`config.mk`:
```
export PLATFORM = sky130hd
export DESIGN_NAME = fwd_hazard_unit
export DESIGN_NICKNAME = d
export VERILOG_FILES = /design/src/rtl/fwd_hazard_unit_pkg.sv /design/src/rtl/fwd_hazard_unit_src_sel.sv /design/src/rtl/fwd_hazard_unit.sv
export SDC_FILE = /design/constraint.sdc
export NUM_CORES = 1
export LEC_CHECK = 0
export BUFFER_PORTS_ARGS = -buffer_cell sky130_fd_sc_hd__buf_2
export CAP_MARGIN = 15
export CORE_ASPECT_RATIO = 0.5
export CORE_MARGIN = 2
export CORE_UTILIZATION = 58
export DETAILED_ROUTE_END_ITERATION = 16
export PLACE_DENSITY = 0.88
export SLEW_MARGIN = 5
export SYNTH_ARGS = -nofsm -noshare
export SYNTH_HDL_FRONTEND = slang
export SYNTH_SLANG_ARGS = --single-unit
```
`constraint.sdc`:
```
create_clock -name clk -period 6.8 [get_ports clk]
set_clock_uncertainty 0.1 [all_clocks]
set_input_delay 0.34 -clock clk [delete_from_list [all_inputs] [get_ports clk]]
set_output_delay 0.34 -clock clk [all_outputs]
set_load 0.05 [all_outputs]
```
`src/rtl/fwd_hazard_unit_pkg.sv`:
```
// Shared pipeline constants for the ID-stage forwarding/hazard unit.
// Holds the register-file select code, default register index width and stage indices.
package fwd_hazard_unit_pkg;

    localparam int FWD_SEL_RF = 0;
    localparam int REG_AW_DEF = 5;

    localparam int STG_EX  = 0;
    localparam int STG_MEM = 1;
    localparam int STG_WB  = 2;

endpackage

```
`src/rtl/fwd_hazard_unit_src_sel.sv`:
```
// fwd_src_sel: priority match of one ID source operand over the downstream stages.
// Ports: src_i/src_en_i operand, stg_* stage writers, sel_o select, hit_o match, not_ready_o.
module fwd_src_sel
    import fwd_hazard_unit_pkg::*;
#(
    parameter int NUM_STAGE = 3,
    parameter int REG_AW    = REG_AW_DEF,
    parameter int SEL_W     = 2
) (
    input  logic [REG_AW-1:0]           src_i,
    input  logic                        src_en_i,
    input  logic [NUM_STAGE-1:0]        stg_gr_we_i,
    input  logic [NUM_STAGE*REG_AW-1:0] stg_dest_i,
    input  logic [NUM_STAGE-1:0]        stg_data_ok_i,
    output logic [SEL_W-1:0]            sel_o,
    output logic                        hit_o,
    output logic                        not_ready_o
);

    // Walk from oldest to youngest so the youngest (lowest k) match wins.
    always_comb begin
        sel_o       = SEL_W'(FWD_SEL_RF);
        hit_o       = 1'b0;
        not_ready_o = 1'b0;
        for (int k = NUM_STAGE - 1; k >= 0; k--) begin
            if (src_en_i && (src_i != '0) && stg_gr_we_i[k] &&
                (stg_dest_i[k*REG_AW +: REG_AW] == src_i)) begin
                sel_o       = SEL_W'(k + 1);
                hit_o       = 1'b1;
                not_ready_o = !stg_data_ok_i[k];
            end
        end
    end

endmodule

```
`src/rtl/fwd_hazard_unit.sv`:
```
// fwd_hazard_unit: ID-stage forwarding select, load-use stall and long-latency scoreboard.
// Ports: id_* ID operand/issue info, stg_* downstream writers, lw_* long-op writeback,
// sb_flush cancel; outputs fwd_sel, id_stall, sb_pending. FWD_HAZARD_PERF_EN adds perf counters.
module fwd_hazard_unit
    import fwd_hazard_unit_pkg::*;
#(
    parameter int NUM_SRC   = 3,
    parameter int NUM_STAGE = 3,
    parameter int REG_AW    = REG_AW_DEF,
    parameter int SEL_W     = 2
) (
    input  logic                        clk,
    input  logic                        reset,
    input  logic                        id_valid,
    input  logic [NUM_SRC*REG_AW-1:0]   id_src,
    input  logic [NUM_SRC-1:0]          id_src_en,
    input  logic                        id_fire,
    input  logic                        id_long,
    input  logic [REG_AW-1:0]           id_dest,
    input  logic [NUM_STAGE-1:0]        stg_gr_we,
    input  logic [NUM_STAGE*REG_AW-1:0] stg_dest,
    input  logic [NUM_STAGE-1:0]        stg_data_ok,
    input  logic                        lw_done,
    input  logic [REG_AW-1:0]           lw_dest,
    input  logic                        sb_flush,
`ifdef FWD_HAZARD_PERF_EN
    output logic [31:0]                 perf_stall_cnt,
    output logic [31:0]                 perf_fwd_cnt,
`endif
    output logic [NUM_SRC*SEL_W-1:0]    fwd_sel,
    output logic                        id_stall,
    output logic [2**REG_AW-1:0]        sb_pending
);

    localparam int NREG = 2**REG_AW;

    logic [NREG-1:0]    sb_q;
    logic [NREG-1:0]    sb_d;
    logic [NREG-1:0]    sb_eff;
    logic [NUM_SRC-1:0] src_hz;
    logic               waw_hz;

    // While reset is held, hazards are judged against an empty scoreboard.
    assign sb_eff     = reset ? '0 : sb_q;
    assign sb_pending = sb_q;

    for (genvar gi = 0; gi < NUM_SRC; gi++) begin : g_src
        logic [REG_AW-1:0] src;
        logic              hit;
        logic              nr;

        assign src = id_src[gi*REG_AW +: REG_AW];

        fwd_src_sel #(
            .NUM_STAGE (NUM_STAGE),
            .REG_AW    (REG_AW),
            .SEL_W     (SEL_W)
        ) u_sel (
            .src_i         (src),
            .src_en_i      (id_src_en[gi]),
            .stg_gr_we_i   (stg_gr_we),
            .stg_dest_i    (stg_dest),
            .stg_data_ok_i (stg_data_ok),
            .sel_o         (fwd_sel[gi*SEL_W +: SEL_W]),
            .hit_o         (hit),
            .not_ready_o   (nr)
        );

        // A stage match shadows the scoreboard: a younger in-flight writer
        // supersedes the pending long-latency result.
        assign src_hz[gi] = hit ? nr :
                            (id_src_en[gi] && (src != '0) && sb_eff[src]);
    end

    assign waw_hz   = id_long && (id_dest != '0) && sb_eff[id_dest];
    assign id_stall = id_valid && ((|src_hz) || waw_hz);

    // Set beats clear; flush beats everything; r0 never pends.
    always_comb begin
        sb_d = sb_q;
        if (lw_done) begin
            sb_d[lw_dest] = 1'b0;
        end
        if (id_fire && id_long && (id_dest != '0)) begin
            sb_d[id_dest] = 1'b1;
        end
        if (sb_flush) begin
            sb_d = '0;
        end
        sb_d[0] = 1'b0;
    end

    always_ff @(posedge clk) begin
        if (reset) begin
            sb_q <= '0;
        end else begin
            sb_q <= sb_d;
        end
    end

    a_no_fire_on_stall: assert property (
        @(posedge clk) disable iff (reset) !(id_fire && id_stall));

`ifdef FWD_HAZARD_PERF_EN
    logic [31:0] stall_cnt_q;
    logic [31:0] stall_cnt_d;
    logic [31:0] fwd_cnt_q;
    logic [31:0] fwd_cnt_d;

    always_comb begin
        stall_cnt_d = stall_cnt_q;
        fwd_cnt_d   = fwd_cnt_q;
        if (id_stall && (stall_cnt_q != '1)) begin
            stall_cnt_d = stall_cnt_q + 32'd1;
        end
        if (id_fire && (|fwd_sel) && (fwd_cnt_q != '1)) begin
            fwd_cnt_d = fwd_cnt_q + 32'd1;
        end
    end

    always_ff @(posedge clk) begin
        if (reset) begin
            stall_cnt_q <= '0;
            fwd_cnt_q   <= '0;
        end else begin
            stall_cnt_q <= stall_cnt_d;
            fwd_cnt_q   <= fwd_cnt_d;
        end
    end

    assign perf_stall_cnt = stall_cnt_q;
    assign perf_fwd_cnt   = fwd_cnt_q;
`endif

endmodule

```
Word-level counts from Yosys, hierarchy flattened
Cells that the tools add are included.
{"block": "word_totals", "ff_bits": 32, "latchBits": 0, "ramBits": 0, "romBits": 0, "inputBits": 56, "out_inout_bits": 39, "elab_cells": 107, "n_memories": 0}
{"block": "op_classes", "addsub": 0, "n_mul": 0, "div_mod_pow": 0, "n_lt_le_gt_ge": 7, "eq_ne": 9, "n_shift": 0, "muxes": 45, "bitwise_logic": 3, "n_reduce_logical": 41}
{"op": "32-bit 2-to-1 mux", "n": 3}
{"op": "5-bit == test", "n": 9}
{"op": "32-bit bitwise AND", "n": 1}
{"op": "32-bit NOT", "n": 1}
{"op": "32-bit bitwise OR", "n": 1}
{"op": "1-bit logical AND", "n": 31}
{"op": "5-bit by 6-bit less-than comparator with 1-bit output (second input constant)", "n": 5}
{"op": "1-bit 2-to-1 mux", "n": 27}
{"op": "1-bit binary-select mux with 5-bit select", "n": 4}
{"op": "5-bit nonzero test", "n": 4}
{"op": "2-bit 2-to-1 mux", "n": 9}
{"op": "1-bit demux with 5-bit select", "n": 2}
{"op": "5-bit by 1-bit >= comparator with 1-bit output (second input constant)", "n": 2}
{"op": "1-bit zero test", "n": 3}
{"op": "3-bit OR reduction", "n": 1}
{"op": "2-bit OR reduction", "n": 1}
{"op": "1-bit logical OR", "n": 1}

Logic depth before layout (Yosys ltp)
Gate-level depths: netlist of run 1.
{"block": "logic_depth", "word_depth": 11, "depth_mapped": 9, "ltp_nobuf": 7}

Hierarchy
A second synthesis of run 1 with hierarchy kept.
{"block": "unflattened", "cells_unflattened": 425, "area_unflattened_um2": 3467.1}
{"module": "fwd_hazard_unit", "n_inst": 1, "cells_each": 305, "area_per_inst_um2": 2562.5}
{"module": "fwd_src_sel", "n_inst": 3, "cells_each": 40, "area_per_inst_um2": 301.5}

Worst setup path before layout of run 1
No wires, ideal clock.
{"block": "synth_path", "kind": "input to output", "start": "input port id_src[5]", "end": "output port fwd_sel[3]", "t_arrival_ps": 2484, "required_ps": 6360, "setup_slack_ps": 3876, "cell_stages": 7, "n_path_buf": 2, "cell_sequence": "buf_2 -> buf_2 -> xnor2_1 -> nand4_1 -> nor3_1 -> inv_1 -> a21boi_0"}
{"block": "synth_via", "elab_chain_len": 7, "word_cells_on_any_way": 14, "cone_classes": "eq/ne: 3; mux: 3; reduce/logical: 8"}
{"element": "start, declared", "line": "fwd_hazard_unit.sv:15", "rtl": "input logic [NUM_SRC*REG_AW-1:0] id_src,"}
{"element": "5-bit nonzero test", "line": "fwd_hazard_unit_src_sel.sv:26", "rtl": "if (src_en_i && (src_i != '0) && stg_gr_we_i[k] &&"}
{"element": "1-bit logical AND (3 in a row)", "line": "fwd_hazard_unit_src_sel.sv:26"}
{"element": "2-bit 2-to-1 mux (2 in a row)", "line": "fwd_hazard_unit_src_sel.sv:26"}
{"element": "2-bit 2-to-1 mux (*)", "line": "fwd_hazard_unit_src_sel.sv:26"}
{"element": "end, declared", "line": "fwd_hazard_unit.sv:30", "rtl": "output logic [NUM_SRC*SEL_W-1:0] fwd_sel,"}
Every way passes the cells marked *; elsewhere a longest branch is shown, timed or not.

Final worst setup path of run 1
{"block": "layout_path", "start": "input port id_dest[0]", "end": "output port id_stall"}
{"block": "layout_via", "elab_chain_len": 5, "word_cells_on_any_way": 7, "cone_classes": "mux: 2; reduce/logical: 5"}
{"element": "start, declared", "line": "fwd_hazard_unit.sv:19", "rtl": "input logic [REG_AW-1:0] id_dest,"}
{"element": "1-bit binary-select mux with 5-bit select / 5-bit nonzero test (equally long branches)", "line": "fwd_hazard_unit.sv:75", "rtl": "assign waw_hz = id_long && (id_dest != '0) && sb_eff[id_dest];"}
{"element": "1-bit 2-to-1 mux (not written as such) / 1-bit logical AND (equally long branches)", "line": "fwd_hazard_unit.sv:75"}
{"element": "1-bit logical AND (*)", "line": "fwd_hazard_unit.sv:75"}
{"element": "1-bit logical OR (*)", "line": "fwd_hazard_unit.sv:76", "rtl": "assign id_stall = id_valid && ((|src_hz) || waw_hz);"}
{"element": "1-bit logical AND (*)", "line": "fwd_hazard_unit.sv:76"}
{"element": "end, declared", "line": "fwd_hazard_unit.sv:31", "rtl": "output logic id_stall,"}
Every way passes the cells marked *; elsewhere a longest branch is shown, timed or not. The select of a mux whose other input is x is not followed.

==> results.py, run 1 <==
metrics = {
    "logic_synthesis": {
        "synth_mux_area_share_pct": 19.80,
        "adder_cell_fraction_of_synth_area_pct": 0,
        "top_ff_cell_synth": "sky130_fd_sc_hd__dfxtp_1",
        "post_synth_xor_area_fraction_pct": 12.12,
        "synth_top_family_by_area": "simple AND/OR/NAND/NOR gates",
        "synth_area_per_cell_um2": 7.931,
        "synthArstFlopShare_pct": 0,
        "ys_seq_elements": 31,
        "synth_warnings": 0,
        "post_synth_num_cell_types": 60,
        "mapped_nets": 475,
        "share_of_the_synthesized_area_in_compound_gates_ao_oa_aoi_oai_pct": 19.20,
        "yosys.area_share.simple_pct": 23.95,
        "syn-cell-area_um2": 3323,
        "synth_cells": 419,
        "number_of_flops_mapped_to_enable_cells_by_yosys": 0,
        "synth-seq-area-share_pct": 18.67,
    },
    "worst_setup_path": {
        "worst-endpoint-arrival_ns": 2.73,
        "crit_path_max_fanout": 20,
        "timing.critical_path.to_type": "output port",
        "setup.worst_path.class": "input port to output port",
        "crit_required_ns": 6.36,
        "crit_path_start_kind": "input port",
    },
    "clock_network": {
        "clock_sink_count": 31,
        "postCtsResizedCells": 0,
        "hold_bufs_at_cts": 0,
        "post-cts-setup-buffers": 0,
        "tritoncts.num_buffers": 5,
        "clk-insertion-delay-late_ns": 0.27,
        "path_clk_slew_ns": 0.05,
        "cts-htree-levels": 2,
        "clock_tree_from_tritoncts": "done",
        "clock_path_buffers": 2,
        "cts_root_buffer": "sky130_fd_sc_hd__clkbuf_16",
    },
    "die": {
        "design.die.area_um2": 6388,
        "io_pins": 95,
        "floorplan.initialDensity_pct": 60.25,
        "die_width_um": 111.0,
        "floorplan.rows": 19,
        "die_y_um": 57.53,
        "core_box_area_um2": 5515,
    },
    "timing": {
        "layout_min_cycle_time_ns": 3.174,
        "max_clock_freq_ghz": 0.3150,
        "setup_tns_ns": 0,
        "timing.slew.headroom_pct": 33.93,
        "grt_setup_unrepaired": "false",
        "timing.final.max_slew_violations": 0,
        "final_worst_setup_slack_ns": 3.626,
        "hold_viol_final": 0,
        "finalCritPeriodShare_pct": 46.68,
        "final-setup-viol-count": 0,
        "worst-slew-pin-transition_ns": 0.9819,
    },
    "finish": {
        "largest_register_ff_count": 31,
        "finalNetCount": 541,
        "final_common_cell": "sky130_fd_sc_hd__buf_2",
        "antennaDiodeCount": 0,
        "layout-drive-gt1-share_pct": 26.34,
        "layout_common_cells": "sky130_fd_sc_hd__buf_2 (93), sky130_fd_sc_hd__nand2_1 (52), sky130_fd_sc_hd__a21oi_1 (40)",
        "n_fill_cell": 460,
        "area_growth_syn_to_layout_pct": 16.45,
        "postLayoutCoreUtil_pct": 70.17,
    },
    "drt": {
        "num_vias": 3698,
        "routed_wire_length_per_instance_um": 19.81,
        "number_of_antenna_violating_nets_in_the_routed_design": 0,
        "drt_first_iter_violations": 552,
        "drc_errors": 0,
        "totalWireLength_um": 11070,
        "routed_via_density": 6.615,
        "detailedRoute.firstPassIterationCount": 5,
    },
    "placement": {
        "half_perimeter_wire_length_after_placement_um": 7861,
        "finalWeightedCongestion": 0.9847,
        "port_buffer_cells": 93,
        "detailedPlace.worstSlack_ns": 3.649,
    },
    "worst_hold_path": {
        "worst_hold_path_type": "input port to flop",
    },
    "global_route": {
        "grt_start_max_net_pins": 32,
        "first_global_vias": 3380,
        "grt_first_pass_wirelength_um": 17350,
        "overflow": 0,
        "globalRouteTotalUtil_pct": 34.56,
        "antenna_violations_before_repair": 0,
    },
    "flow_run": {
        "maxCapViolCount": 0,
    },
    "power": {
        "peakVddDrop_mv": 0.1494,
        "power.static_leakage_nw": 1.560,
        "powerDensity_nw_per_um2": 141.8,
    },
    "status": {
        "outcome": "completed",
    },
}
[stage by stage]
stage / hold WS [ns] / instance area [um^2] / std cells / power (mW)
CTS: 0.2805 / 3870 / 559 / 0.5453
detailed placement: 0.4357 / 3714 / 551 / 0.3177
global route: 0.3254 / 3870 / 559 / 0.5674
global placement: 0.4412 / 3714 / 551 / 0.3161
floorplan: 0.3902 / 3323 / 419 / 0.2785
finish: 0.2943 / 3870 / 559 / 0.5487
[layer usage]
layer | share of wire (%) | track usage [%] | wire length (um)
met5 | 0 | 0 | 0
met4 | 1.5 | 12.52 | 170
met3 | 13 | 6.695 | 1419
met2 | 45 | 53.64 | 4983
met1 | 41 | 48.87 | 4500
[where the power goes]
group | internal [mW] | switching [mW]
logic | 0.0502 | 0.0851
registers | 0.182 | 0.000882
clock network | 0.155 | 0.0745
total | 0.388 | 0.161
[synth_stat cells, types with 2 or more instances]
cell | number | area [um^2]
sky130_fd_sc_hd__a22oi_1 | 4 | 30.03
sky130_fd_sc_hd__mux2i_1 | 23 | 230.2
sky130_fd_sc_hd__o221ai_1 | 2 | 17.52
sky130_fd_sc_hd__or3b_2 | 3 | 26.28
sky130_fd_sc_hd__a31oi_1 | 3 | 18.77
sky130_fd_sc_hd__nor4b_1 | 2 | 17.52
sky130_fd_sc_hd__buf_2 | 16 | 80.08
sky130_fd_sc_hd__xor2_1 | 28 | 245.2
sky130_fd_sc_hd__clkbuf_1 | 13 | 48.80
sky130_fd_sc_hd__nand3b_1 | 5 | 37.54
sky130_fd_sc_hd__mux4_2 | 18 | 405.4
sky130_fd_sc_hd__and4_1 | 2 | 17.52
sky130_fd_sc_hd__nor2_1 | 16 | 60.06
sky130_fd_sc_hd__a22o_1 | 2 | 17.52
sky130_fd_sc_hd__o41a_1 | 2 | 22.52
sky130_fd_sc_hd__and3b_1 | 2 | 17.52
sky130_fd_sc_hd__xnor2_1 | 18 | 157.7
sky130_fd_sc_hd__nand3_1 | 8 | 40.04
sky130_fd_sc_hd__dfxtp_1 | 31 | 620.6
sky130_fd_sc_hd__nand2_1 | 52 | 195.2
sky130_fd_sc_hd__o21ai_0 | 35 | 175.2
sky130_fd_sc_hd__nor4_1 | 11 | 68.82
sky130_fd_sc_hd__or3_1 | 3 | 18.77
sky130_fd_sc_hd__and3_1 | 5 | 31.28
sky130_fd_sc_hd__nor2b_1 | 4 | 25.02
sky130_fd_sc_hd__nor3b_1 | 3 | 22.52
sky130_fd_sc_hd__a21oi_1 | 40 | 200.2
sky130_fd_sc_hd__a21boi_0 | 3 | 22.52
sky130_fd_sc_hd__nand4_1 | 10 | 62.56
sky130_fd_sc_hd__buf_1 | 2 | 7.510
sky130_fd_sc_hd__nor3_1 | 11 | 55.05
sky130_fd_sc_hd__o22ai_1 | 4 | 25.02
sky130_fd_sc_hd__buf_6 | 2 | 22.52
sky130_fd_sc_hd__inv_1 | 10 | 37.54
[logic make-up after synthesis]
family | Yosys count
AO/OA/AOI/OAI | 107
flip-flops | 31
other | 1
XOR/XNOR | 46
AND/OR/NAND/NOR | 147
multiplexers | 43
buffers and inverters | 44
[final cells by class]
class	instances	area, um^2	area share (%)
inverters	10	37.54	0.9699
multi-input cells	344	2499	64.57
repair buffers	93	465.4	12.03
clock buffers	8	156.4	4.041
flip-flops and latches	31	620.6	16.04
well taps	73	91.34	2.360
[final timing paths]
check	end	slack [ns]	start	depth (start not counted)
max	id_stall	3.63	id_dest[0]	8
min	sb_pending[4]$_SDFF_PP0_	0.29	id_long	3
max reg2reg	sb_pending[12]$_SDFF_PP0_	5.80	sb_pending[12]$_SDFF_PP0_	2
min reg2reg	sb_pending[10]$_SDFF_PP0_	0.45	sb_pending[10]$_SDFF_PP0_	2
[critical path: stages]
cell and delay [ns]:
sky130_fd_sc_hd__buf_2 0.38, sky130_fd_sc_hd__mux4_2 0.55, sky130_fd_sc_hd__a21o_1 0.19, sky130_fd_sc_hd__a21oi_1 0.11
sky130_fd_sc_hd__nor4_1 0.09, sky130_fd_sc_hd__or4_1 0.53, sky130_fd_sc_hd__o41a_1 0.32, sky130_fd_sc_hd__buf_2 0.21
Power figures use the tool's default switching activity.
==> run 2: changes to the inputs <==
- CORE_UTILIZATION: 58 -> 48
- PLACE_DENSITY: 0.88 -> 0.78
- clock period: 6.8 -> 2.9 ns (I/O delays scaled with it)
==> run 2 against run 1 <==
Net effect:
- sequential share of layout area shrank 0.45 points
- power increased by 130%
- worst hold slack lost 0.20 ns
- largest power group unchanged
- clock-buffer cell count decreased by 2
- clock power up 120%
- first-iteration DRC count shrank 9.8%
- critical path depth is 1 lower
- sequential cell count unchanged
- non-clock buffer count increased by 14
- global-route usage is 5.2 points lower
==> results.py, run 2 (synthesized netlist as in run 1, its figures left out) <==
metrics = {
    "finish": {
        "postLayoutCoreUtil_pct": 59.55,
        "layout-drive-gt1-share_pct": 28.66,
        "register_area_um2": 621.8,
        "area_used_by_multi_input_combinational_logic_um2": 2499,
        "n_fill_cell": 631,
        "layout_common_cells": "sky130_fd_sc_hd__buf_2 (92), sky130_fd_sc_hd__nand2_1 (52), sky130_fd_sc_hd__a21oi_1 (40)",
        "area_growth_syn_to_layout_pct": 20.07,
        "final_common_cell": "sky130_fd_sc_hd__buf_2",
        "antennaDiodeCount": 0,
        "largest_register_ff_count": 31,
        "finalNetCount": 555,
    },
    "worst_setup_path": {
        "crit_required_ns": 2.65,
        "crit_path_start_kind": "flop",
        "setup.worst_path.class": "flop to output port",
        "timing.critical_path.to_type": "output port",
        "crit_path_largest_cell_delay_ns": 0.53,
        "crit_path_max_fanout": 6,
        "r2r.worst_path.cells": 2,
        "reg2reg_slack_ns": 1.91,
        "worst-endpoint-arrival_ns": 2.60,
        "critPathSlowestCell": "sky130_fd_sc_hd__nor4_1",
        "crit_path_cell_trace": "mux2i_1 -> a22o_1 -> a221o_1 -> nor4_1 -> or4_1 -> o41a_1 -> clkbuf_4",
        "worstReg2RegStart": "sb_pending[18]$_SDFF_PP0_",
        "timing.rr.end": "sb_pending[18]$_SDFF_PP0_",
    },
    "clock_network": {
        "clock_tree_from_tritoncts": "done",
        "post-cts-setup-buffers": 0,
        "clock_path_buffers": 2,
        "cts_root_buffer": "sky130_fd_sc_hd__clkbuf_16",
        "cts-htree-levels": 2,
        "tritoncts.num_buffers": 5,
        "clock_sink_count": 31,
        "clk-insertion-delay-late_ns": 0.27,
        "path_clk_slew_ns": 0.05,
    },
    "placement": {
        "finalWeightedCongestion": 0.9415,
        "detailedPlace.worstSlack_ns": 0.2132,
        "port_buffer_cells": 93,
        "half_perimeter_wire_length_after_placement_um": 8589,
    },
    "global_route": {
        "grt_start_max_net_pins": 32,
        "grt_first_pass_wirelength_um": 17660,
        "antenna_violations_before_repair": 0,
        "first_global_vias": 3485,
        "overflow": 0,
        "globalRouteTotalUtil_pct": 29.35,
    },
    "power": {
        "powerDensity_nw_per_um2": 315.7,
        "power.static_leakage_nw": 1.627,
        "peakVddDrop_mv": 0.2095,
    },
    "timing": {
        "final-setup-viol-count": 0,
        "finalCritPeriodShare_pct": 98.16,
        "timing.slew.headroom_pct": 60.80,
        "grt_setup_unrepaired": "false",
        "worst-slew-pin-transition_ns": 0.5880,
        "final_worst_setup_slack_ns": 0.05336,
        "max_clock_freq_ghz": 0.3513,
        "hold_viol_final": 0,
        "timing.final.max_slew_violations": 0,
        "setup_tns_ns": 0,
        "layout_min_cycle_time_ns": 2.847,
    },
    "die": {
        "floorplan.initialDensity_pct": 49.60,
        "design.die.area_um2": 7645,
        "die_y_um": 62.84,
        "io_pins": 95,
        "floorplan.rows": 21,
        "die_width_um": 121.7,
        "core_box_area_um2": 6700,
    },
    "worst_hold_path": {
        "min_from": "id_fire",
        "whs_endpoint": "sb_pending[4]$_SDFF_PP0_",
        "hold-path-cell-count": 3,
        "worst_hold_path_type": "input port to flop",
    },
    "drt": {
        "number_of_antenna_violating_nets_in_the_routed_design": 0,
        "routed_wire_length_per_instance_um": 19.40,
        "drt_first_iter_violations": 498,
        "detailedRoute.firstPassIterationCount": 8,
        "totalWireLength_um": 11460,
        "routed_via_density": 6.342,
        "drc_errors": 0,
        "num_vias": 3748,
    },
    "flow_run": {
        "maxCapViolCount": 0,
    },
    "status": {
        "outcome": "completed",
    },
}
-- run 2: cell count changes in the layout (fill, tap and decap cells not counted), sizes merged --
cell	before	now
clkinv	0	1
clkbuf	8	7
buf	93	106
-- run 2: critical path, delay by kind of cell (launching register included) --
family | cells | cell delay (ns)
flops | 1 | 0.50
compound gates | 3 | 0.72
simple gates | 2 | 0.74
mux | 1 | 0.13
buf+inv | 1 | 0.23
-- run 2: repair_timing --
action / CTS / global route
hold buffers: 0 / 0
setup endpoints to repair: 0 / 1
resized for setup: 0 / 2
-- run 2: metrics by stage --
| stage | power [mW] | cells | hold slack (ns) | instance area, um^2 |
|---|---|---|---|---|
| 6_report | 1.260 | 591 | 0.09308 | 3990 |
| 3_3_place_gp | 0.7542 | 584 | 0.3637 | 3842 |
| 2_1_floorplan | 0.6530 | 419 | 0.1952 | 3323 |
| 3_5_place_dp | 0.7578 | 584 | 0.3702 | 3842 |
| 4_1_cts | 1.259 | 591 | 0.08431 | 3986 |
| 5_1_grt | 1.313 | 591 | 0.1044 | 3990 |
-- run 2: how the worst max path moves through the flow --
stage                                          from  endpoint  slack [ns]  cells after the start
after floorplan           sb_pending[23]$_SDFF_PP0_  id_stall        0.29                      6
after global placement                   id_dest[0]  id_stall        0.26                     10
after detailed placement                 id_dest[0]  id_stall        0.21                     10
after CTS                 sb_pending[23]$_SDFF_PP0_  id_stall        0.04                      7
after global routing      sb_pending[23]$_SDFF_PP0_  id_stall        0.03                      7
final                      sb_pending[6]$_SDFF_PP0_  id_stall        0.05                      7
-- run 2: final cells by class --
type                       count  share of cell area (%)
timing repair buffer         107                   14.36
clock inverter                 1                  0.1254
multi-input combinational    344                   62.62
sequential                    31                   15.58
clock buffer                   6                   3.481
tap                           92                   2.885
inverter                      10                  0.9407
-- run 2: power breakdown --
part	switching, mW	leakage [nW]	internal [mW]
sequential	0.00212	0.250	0.428
combinational	0.200	1.30	0.127
clock	0.169	0.0727	0.333
total	0.371	1.63	0.888
-- run 2: per-layer routing --
metal	share of wire (%)	GRT usage (%)	up-vias	routed length [um]
met2	45	45.01	260	5104
met4	2.3	13.22	0	259
li1	-	-	1703	-
met5	0	0	-	0
met3	12	5.657	34	1335
met1	42	40.03	1751	4764
==> run 3: changes to the inputs <==
- CELL_PAD_IN_SITES_DETAIL_PLACEMENT: default -> 0
- CELL_PAD_IN_SITES_GLOBAL_PLACEMENT: default -> 1
- CORE_UTILIZATION: 48 -> 35
- MAX_ROUTING_LAYER: default -> met4
- PLACE_DENSITY: 0.78 -> default
- PLACE_DENSITY_LB_ADDON: default -> 0.1
- SKIP_LAST_GASP: default -> 1
==> run 3 against run 2 <==
Net effect:
- cell area rose by 2.4%
- wire length increased by 14%
- final cell count up 5.9%
- core utilization decreased by 16 points
- clock-buffer cell count rose by 2
- worst setup slack better by 0.046 ns
- sequential power about the same
- global-route usage is 3.3 points lower
- combinational power rose by 3%
- non-clock buffer count rose by 5
- clock power grew 10%
- largest power group unchanged
- highest routed layer unchanged
==> results.py, run 3 (synthesized netlist as in run 1, its figures left out) <==
metrics = {
    "drt": {
        "num_vias": 3680,
        "drt_first_iter_violations": 297,
        "totalWireLength_um": 13020,
        "routed_wire_length_per_instance_um": 20.80,
        "number_of_antenna_violating_nets_in_the_routed_design": 0,
        "detailedRoute.firstPassIterationCount": 4,
        "drc_errors": 0,
        "routed_via_density": 5.879,
    },
    "clock_network": {
        "hold_bufs_at_cts": 0,
        "cts-htree-levels": 2,
        "clock_path_buffers": 2,
        "clock_sink_count": 31,
        "clock_tree_from_tritoncts": "done",
        "cts_root_buffer": "sky130_fd_sc_hd__clkbuf_16",
        "path_clk_slew_ns": 0.05,
        "post-cts-setup-buffers": 0,
        "postCtsResizedCells": 0,
        "clk-insertion-delay-late_ns": 0.28,
        "tritoncts.num_buffers": 5,
    },
    "timing": {
        "final-setup-viol-count": 0,
        "max_clock_freq_ghz": 0.3570,
        "worst-slew-pin-transition_ns": 0.6279,
        "setup_tns_ns": 0,
        "timing.final.max_slew_violations": 0,
        "fin_hold_ws_ns": 0.08494,
        "hold_viol_final": 0,
        "layout_min_cycle_time_ns": 2.801,
        "grt_setup_unrepaired": "false",
        "finalCritPeriodShare_pct": 96.58,
        "timing.slew.headroom_pct": 58.14,
    },
    "power": {
        "sequentialPowerShare_pct": 32.6,
        "powerDensity_nw_per_um2": 322.6,
        "combinational_power_share_pct": 25.5,
        "clockPowerShare_pct": 41.9,
        "power.net_switching_mw": 0.3958,
        "peakVddDrop_mv": 0.3237,
        "power.static_leakage_nw": 1.657,
        "power.switching_fraction_pct": 30.05,
        "power_report.internal_total_mw": 0.9215,
    },
    "die": {
        "die_width_um": 141.8,
        "io_pins": 95,
        "die_y_um": 72.90,
        "floorplan.rows": 25,
        "design.die.area_um2": 10340,
        "core_box_area_um2": 9321,
        "floorplan.initialDensity_pct": 35.65,
    },
    "finish": {
        "layout-drive-gt1-share_pct": 29.50,
        "largest_register_ff_count": 31,
        "finalNetCount": 560,
        "area_growth_syn_to_layout_pct": 22.89,
        "postLayoutCoreUtil_pct": 43.81,
        "layout_common_cells": "sky130_fd_sc_hd__buf_2 (92), sky130_fd_sc_hd__nand2_1 (52), sky130_fd_sc_hd__a21oi_1 (40)",
        "final_common_cell": "sky130_fd_sc_hd__buf_2",
        "final_design_area_no_fill_um2": 4084,
        "stdcell_count": 626,
        "antennaDiodeCount": 0,
    },
    "worst_setup_path": {
        "worst-endpoint-arrival_ns": 2.56,
        "crit_path_max_fanout": 2,
        "crit_required_ns": 2.65,
        "crit_path_start_kind": "flop",
        "reg2reg_slack_ns": 1.92,
        "setup.worst_path.class": "flop to output port",
        "timing.critical_path.to_type": "output port",
    },
    "global_route": {
        "grt_start_max_net_pins": 32,
        "first_global_vias": 3453,
        "antenna_violations_before_repair": 0,
        "globalRouteTotalUtil_pct": 26.10,
        "grt_first_pass_wirelength_um": 19940,
        "overflow": 0,
    },
    "placement": {
        "finalWeightedCongestion": 0.9237,
        "half_perimeter_wire_length_after_placement_um": 9939,
        "port_buffer_cells": 93,
        "placed_cells_incl_taps": 618,
        "placed_cell_area_um2": 3916,
    },
    "status": {
        "outcome": "completed",
    },
    "flow_run": {
        "maxCapViolCount": 0,
    },
    "worst_hold_path": {
        "worst_hold_path_type": "input port to flop",
    },
}
-- run 3: changes by cell type in the layout (fill, tap and decap cells not counted) --
cell,change
sky130_fd_sc_hd__dfxtp_2,-1
sky130_fd_sc_hd__nor2b_1,-1
sky130_fd_sc_hd__buf_4,+6
sky130_fd_sc_hd__clkbuf_4,-1
sky130_fd_sc_hd__dfxtp_1,+1
sky130_fd_sc_hd__nor4_1,-1
sky130_fd_sc_hd__nor2b_2,+1
sky130_fd_sc_hd__clkinv_2,-1
sky130_fd_sc_hd__nor4_2,+1
sky130_fd_sc_hd__clkbuf_8,+1
sky130_fd_sc_hd__clkbuf_1,+1
-- run 3: per-stage QoR --
step	setup WS (ns)	total power, mW
6_report	0.09918	1.317
5_1_grt	0.01045	1.368
4_1_cts	0.05898	1.316
3_5_place_dp	0.2112	0.7683
3_3_place_gp	0.2395	0.7696
2_1_floorplan	0.2863	0.6530
-- run 3: metal layers --
layer	up-vias	part of all wire [%]	global-route usage, %	routed length [um]
met5	-	0	-	0
met3	23	7.7	3.478	997
met2	187	42	37.76	5449
met1	1759	48	37.70	6310
li1	1711	-	-	-
met4	0	2.0	8.333	263
-- run 3: layout make-up --
cell class	count	area, um^2
Fill cell	983	5238
Multi-Input combinational cell	344	2507
Sequential cell	31	620.6
Timing Repair Buffer	112	610.6
Clock buffer	8	156.4
Tap cell	121	151.4
Inverter	10	37.54
-- run 3: path summary, 6_finish.rpt --
kind,from,to,cells past startpoint
hold / removal,id_long,sb_pending[4]$_SDFF_PP0_,3
hold reg to reg,sb_pending[10]$_SDFF_PP0_,sb_pending[10]$_SDFF_PP0_,2
setup / recovery,sb_pending[23]$_SDFF_PP0_,id_stall,7
setup reg to reg,sb_pending[27]$_SDFF_PP0_,sb_pending[27]$_SDFF_PP0_,2
-- run 3: power by group through the flow --
stage	combinational (mW)	clock [mW]	sequential, mW
4_1_cts	0.331	0.555	0.429
3_5_place_dp	0.330	0	0.438
2_1_floorplan	0.212	0	0.441
6_report	0.336	0.552	0.430
3_3_place_gp	0.331	0	0.438
5_1_grt	0.364	0.575	0.429
-- run 3: worst max-delay path, cell delays in order, from the launching register on --
cell and delay [ns]:
sky130_fd_sc_hd__dfxtp_1 0.32, sky130_fd_sc_hd__mux4_2 0.46, sky130_fd_sc_hd__a21o_1 0.19, sky130_fd_sc_hd__a21oi_1 0.16
sky130_fd_sc_hd__nor4_2 0.08, sky130_fd_sc_hd__or4_1 0.53, sky130_fd_sc_hd__o41a_1 0.34, sky130_fd_sc_hd__buf_4 0.20
